--- src/rtl/serial_subtractor_ctrl_if.sv ---
// Handshake/operand bundle for serial_subtractor_ctrl.
// Optional ovf signal present only when SERIAL_SUB_OVF_EN is defined.
interface serial_subtractor_ctrl_if #(
  parameter int unsigned WIDTH = 8
) ();
  logic             start;
  logic [WIDTH-1:0] a;
  logic [WIDTH-1:0] b;
  logic             bin;
  logic             busy;
  logic             done;
  logic [WIDTH-1:0] diff;
  logic             bout;
`ifdef SERIAL_SUB_OVF_EN
  logic             ovf;
`endif

  // Requester side: issues operands and start, observes status/result.
  modport master (
    output start, a, b, bin,
    input  busy, done, diff, bout
`ifdef SERIAL_SUB_OVF_EN
    , input ovf
`endif
  );

  // Subtractor side.
  modport slave (
    input  start, a, b, bin,
    output busy, done, diff, bout
`ifdef SERIAL_SUB_OVF_EN
    , output ovf
`endif
  );
endinterface

--- src/rtl/serial_subtractor_ctrl.sv ---
// Bit-serial WIDTH-bit subtractor: one full-subtractor cell run once per clock,
// LSB first, borrow carried in a register. start/busy/done handshake.
// Optional feature macro: SERIAL_SUB_OVF_EN adds the signed-overflow output ovf.
module serial_subtractor_ctrl #(
  parameter int unsigned WIDTH = 8
) (
  input  logic                   clk,
  input  logic                   rst_n,
  serial_subtractor_ctrl_if.slave bus
);

  localparam int unsigned CntW = (WIDTH > 1) ? $clog2(WIDTH) : 1;
  localparam logic [CntW-1:0] LastCnt = CntW'(WIDTH - 1);

  typedef enum logic [1:0] {StIdle, StRun, StDone} state_e;

  state_e           r_state;
  logic [WIDTH-1:0] r_a;
  logic [WIDTH-1:0] r_b;
  logic             r_br;
  logic [CntW-1:0]  r_cnt;
  logic [WIDTH-1:0] r_diff;
  logic             r_bout;
  logic             r_busy;
  logic             r_done;
`ifdef SERIAL_SUB_OVF_EN
  logic             r_ovf;
`endif

  logic w_ai;
  logic w_bi;
  logic w_d;
  logic w_br_next;

  // Full-subtractor cell on the current LSBs of the operand shift registers.
  always_comb begin
    w_ai      = r_a[0];
    w_bi      = r_b[0];
    w_d       = w_ai ^ w_bi ^ r_br;
    w_br_next = (~w_ai & w_bi) | (~(w_ai ^ w_bi) & r_br);
  end

  // Sequencer: latch on start, shift one bit per clock, pulse done, return to idle.
  always_ff @(posedge clk or negedge rst_n) begin
    if (!rst_n) begin
      r_state <= StIdle;
      r_a     <= '0;
      r_b     <= '0;
      r_br    <= 1'b0;
      r_cnt   <= '0;
      r_diff  <= '0;
      r_bout  <= 1'b0;
      r_busy  <= 1'b0;
      r_done  <= 1'b0;
`ifdef SERIAL_SUB_OVF_EN
      r_ovf   <= 1'b0;
`endif
    end else begin
      unique case (r_state)
        StIdle: begin
          if (bus.start) begin
            r_state <= StRun;
            r_a     <= bus.a;
            r_b     <= bus.b;
            r_br    <= bus.bin;
            r_cnt   <= '0;
            r_diff  <= '0;
            r_busy  <= 1'b1;
          end
        end
        StRun: begin
          // Result bits enter at the MSB so bit 0 ends up at diff[0].
          r_diff <= {w_d, r_diff[WIDTH-1:1]};
          r_a    <= {1'b0, r_a[WIDTH-1:1]};
          r_b    <= {1'b0, r_b[WIDTH-1:1]};
          r_br   <= w_br_next;
          r_cnt  <= r_cnt + CntW'(1);
          if (r_cnt == LastCnt) begin
            r_state <= StDone;
            r_bout  <= w_br_next;
            r_busy  <= 1'b0;
            r_done  <= 1'b1;
`ifdef SERIAL_SUB_OVF_EN
            // r_br here is the borrow into the MSB.
            r_ovf   <= r_br ^ w_br_next;
`endif
          end
        end
        StDone: begin
          r_state <= StIdle;
          r_done  <= 1'b0;
        end
        default: begin
          r_state <= StIdle;
          r_busy  <= 1'b0;
          r_done  <= 1'b0;
        end
      endcase
    end
  end

  assign bus.busy = r_busy;
  assign bus.done = r_done;
  assign bus.diff = r_diff;
  assign bus.bout = r_bout;
`ifdef SERIAL_SUB_OVF_EN
  assign bus.ovf  = r_ovf;
`endif

endmodule

--- src/flat_wrapper.sv ---
// flat-port wrapper written by rule: the top's interface ports become plain ports
module serial_subtractor_ctrl_flat 
#(
  parameter int unsigned WIDTH = 8
)
  (clk, rst_n, bus_start, bus_a, bus_b, bus_bin, bus_busy, bus_done, bus_diff, bus_bout);
  serial_subtractor_ctrl_if #(.WIDTH(WIDTH)) bus_i ();
  input  logic clk;
  input  logic rst_n;
  input wire logic [$bits(bus_i.start)-1:0] bus_start;
  input wire logic [$bits(bus_i.a)-1:0] bus_a;
  input wire logic [$bits(bus_i.b)-1:0] bus_b;
  input wire logic [$bits(bus_i.bin)-1:0] bus_bin;
  output wire logic [$bits(bus_i.busy)-1:0] bus_busy;
  output wire logic [$bits(bus_i.done)-1:0] bus_done;
  output wire logic [$bits(bus_i.diff)-1:0] bus_diff;
  output wire logic [$bits(bus_i.bout)-1:0] bus_bout;
  assign bus_i.start = bus_start;
  assign bus_i.a = bus_a;
  assign bus_i.b = bus_b;
  assign bus_i.bin = bus_bin;
  assign bus_busy = bus_i.busy;
  assign bus_done = bus_i.done;
  assign bus_diff = bus_i.diff;
  assign bus_bout = bus_i.bout;
  serial_subtractor_ctrl #(.WIDTH(WIDTH)) u_core (.clk(clk), .rst_n(rst_n), .bus(bus_i));
endmodule
--- config.mk ---
export PLATFORM = sky130hd
export DESIGN_NAME = serial_subtractor_ctrl_flat
export DESIGN_NICKNAME = d
export VERILOG_FILES = /design/src/rtl/serial_subtractor_ctrl_if.sv /design/src/rtl/serial_subtractor_ctrl.sv /design/src/flat_wrapper.sv
export SDC_FILE = /design/constraint.sdc
export NUM_CORES = 1
export LEC_CHECK = 0
export BUFFER_PORTS_ARGS = -buffer_cell sky130_fd_sc_hd__buf_2
export CAP_MARGIN = 20
export CORE_MARGIN = 4
export CORE_UTILIZATION = 56
export CTS_CLUSTER_SIZE = 28
export DETAILED_ROUTE_END_ITERATION = 8
export PLACE_DENSITY = 0.82
export SLEW_MARGIN = 20
export SYNTH_ARGS = -nofsm -noshare
export SYNTH_HDL_FRONTEND = slang
export SYNTH_SLANG_ARGS = --single-unit
--- constraint.sdc ---
create_clock -name clk -period 3.4 [get_ports clk]
set_clock_uncertainty 0.1 [all_clocks]
set_input_delay 0.51 -clock clk [delete_from_list [all_inputs] [get_ports clk]]
set_output_delay 0.51 -clock clk [all_outputs]
set_load 0.03 [all_outputs]
==> flow_metrics.env <==
export IMPL_status="finished, final reports clean"
export IMPL_area_growth_syn_to_layout_pct=12.1
export IMPL_dpl_hpwl_mm=2.18
export IMPL_drc=0
export IMPL_grt_pass1_wl_mm=5.23
export IMPL_synth_area_sq_um=1440
export IMPL_overflow=0
export IMPL_insertion_delay_ns=0.34
export IMPL_ir_drop_v=0.000578
export IMPL_cts_root_buf="clkbuf_4"
export IMPL_io_buffer_count=30
export IMPL_dieArea_sq_um=3440
export IMPL_max_slew_margin=0.516
export IMPL_cts_buffers=5
export IMPL_tns_ns=0
export IMPL_ys_seq_area_frac=0.575
export IMPL_worstSetupPathType="reg2reg"
export IMPL_hold_path_class="in2async"
export IMPL_slowest_delay_ns=0.57
export IMPL_multiInputGateArea_sq_um=522
export IMPL_grt_max_degree=34
export IMPL_crit_family="flip-flops"
export IMPL_clk_path_buf_depth=2
export IMPL_yosysTopAreaCell="dfrtp_1"
export IMPL_num_vias=1072
export IMPL_leakagePower_nw=0.781
export IMPL_post_cts_buffers=0
export IMPL_antenna_found_initial=0
export IMPL_min_period_ns=1.80
export IMPL_seqPwrFrac=0.443
export IMPL_critPathArrivalTime_ns=1.89
export IMPL_ys_async_sr_fraction=1.00
export IMPL_rows=18
export IMPL_synth_cells=122
export IMPL_critPathBufInv=1
export IMPL_worst_pin_slew_ns=0.725
export IMPL_die_width_microns=58.6
export IMPL_wl_per_cell_microns=16.6
export IMPL_drive_gt1_frac=0.285
export IMPL_antennaDiodeCount=0
export IMPL_htreeDepth=2
export IMPL_initial_core_util=0.585
export IMPL_place_congestion=0.762
export IMPL_first_pass_iters=4
export IMPL_finalWirelength_mm=3.01
export IMPL_first_global_vias=1110
export IMPL_timing_final_crit_share=0.529
export IMPL_synth_edf_count=0
export IMPL_cap_violations=0
export IMPL_dieHeight_microns=58.6
export IMPL_ioPinCount=31
export IMPL_syn_avg_cell_area_sq_um=11.8
export IMPL_clock_power_share=0.133
export IMPL_cp_cell_sequence="inv_2, nor2_1, a222oi_1"
export IMPL_cts_resized_gates=0
export IMPL_drt_iter0_markers=37
export IMPL_nNetsFinal=173
export IMPL_hold_viol=0
export IMPL_rsz0062_at_grt="no"
export IMPL_p_int_w=0.000927
export IMPL_slowest_stage="dfrtp_1"
export IMPL_clkSinkCount=33
export IMPL_cp_required_ns=3.49
export IMPL_start_kind="flop"
export IMPL_final_setup_viol_count=0
export IMPL_regArea_sq_um=826
export IMPL_synth_ff_type="dfrtp_1"
export IMPL_yosys_warnings=0
export IMPL_cellPowerDensity_nw_per_um2=971
export IMPL_pwr_share_comb=0.424
export IMPL_gr_usage_all_layers=0.206
export IMPL_drv_slew=0
export IMPL_ys_types=25
export IMPL_fmax_ghz=0.556
export IMPL_power_switching_w=0.000636
export IMPL_swShare=0.407
export IMPL_via_per_inst=5.92
export IMPL_yosysMostFrequentCell="dfrtp_1"
export IMPL_ant_nets=0
export IMPL_cp_end_kind="flop"
export IMPL_synth_fp_nets=145
export IMPL_synth_top_area_frac=0.575
export IMPL_nFillCells=204
export IMPL_cts_tree="built"
export IMPL_synth_common_cells="33 x dfrtp_1, 12 x nor2_1, 11 x a22o_1"
export IMPL_total_power_w=0.00156
export IMPL_clkSlewWorstSetupHoldPaths_ns=0.10
export IMPL_cp_max_fo=12
export IMPL_synth_area_leaders="dfrtp_1 58%, a22o_1 6.7%, o22ai_1 3.9%"
export IMPL_coreArea_sq_um=2450
export IMPL_cts_hold_buffers=0
export IMPL_synth_seq_cells=33
-- sequential cells by signal (all words and copies together) (netlist names) --
signal	count
u_core.bus.done	1
u_core.r_a	8
u_core.r_state	2
u_core.bus.bout	1
u_core.bus.busy	1
u_core.bus.diff	8
u_core.r_b	8
u_core.r_br	1
u_core.r_cnt	3
-- path summary, 6_finish.rpt --
check	startpoint	end	slack [ns]	depth (start not counted)
setup / recovery	u_core.r_state[0]	u_core.r_br	1.60	3
hold / removal	rst_n	u_core.r_cnt[2]	0.12	1
setup reg to reg	u_core.r_state[0]	u_core.r_br	1.60	3
hold reg to reg	u_core.bus.bout	u_core.bus.bout	0.38	2
max in group asynchronous	rst_n	u_core.r_b[1]	2.61	1
min in group clk	bus_a[7]	u_core.r_a[7]	0.31	3
-- cell type report --
type,count,area share
tap,30,0.0233
timing repair buffer,30,0.0933
multi-input combinational,74,0.324
clock buffer,6,0.0257
clock inverter,2,0.00622
sequential,33,0.513
inverter,6,0.0140
-- cells by family after synthesis --
| logic type | synth area share |
|---|---|
| buffers and inverters | 0.0610 |
| AO/OA/AOI/OAI | 0.241 |
| flip-flops | 0.575 |
| AND/OR/NAND/NOR | 0.0907 |
| adder cells (fa/ha/maj) | 0.0314 |
-- layout by cell type (no fill, tap or decap), types with 2 or more instances in the layout --
cell,n
nor2b_1,2
buf_2,30
ha_1,2
nand2_1,4
o21ai_0,4
clkbuf_4,5
nand2b_1,2
dfrtp_1,33
o22ai_1,9
clkinv_2,2
nand3b_1,6
a21oi_1,10
inv_1,5
o221a_2,3
nor2_1,12
o221a_1,2
a22o_1,11
-- per-layer routing --
layer / GRT usage / vias up / routed length (microns)
met5: 0 / - / 0
met4: 0.0583 / 0 / 41
met3: 0.0789 / 5 / 170
met2: 0.330 / 25 / 1500
met1: 0.261 / 539 / 1300
li1: - / 503 / -
-- metrics by stage --
| stage | setup slack, ns | cells | hold slack, ns | utilization | cell area (sq um) |
|---|---|---|---|---|---|
| 2_1_floorplan | 1.99 | 122 | 0.114 | - | 1440 |
| 3_3_place_gp | 1.69 | 173 | 0.362 | 0.635 | 1560 |
| 3_5_place_dp | 1.58 | 173 | 0.375 | 0.635 | 1560 |
| 4_1_cts | 1.60 | 181 | 0.130 | 0.655 | 1610 |
| 5_1_grt | 1.44 | 181 | 0.157 | 0.655 | 1610 |
| 6_report | 1.60 | 181 | 0.117 | 0.655 | 1610 |
-- power groups by stage --
| stage | logic (W) | clock network [W] | registers, W |
|---|---|---|---|
| after floorplan | 0.000439 | 0 | 0.000769 |
| after global placement | 0.000632 | 0 | 0.000688 |
| after detailed placement | 0.000670 | 0 | 0.000699 |
| after CTS | 0.000671 | 0.000212 | 0.000692 |
| after global routing | 0.000728 | 0.000234 | 0.000719 |
| final | 0.000663 | 0.000208 | 0.000693 |
No activity file was read; power rests on OpenSTA's default activity.
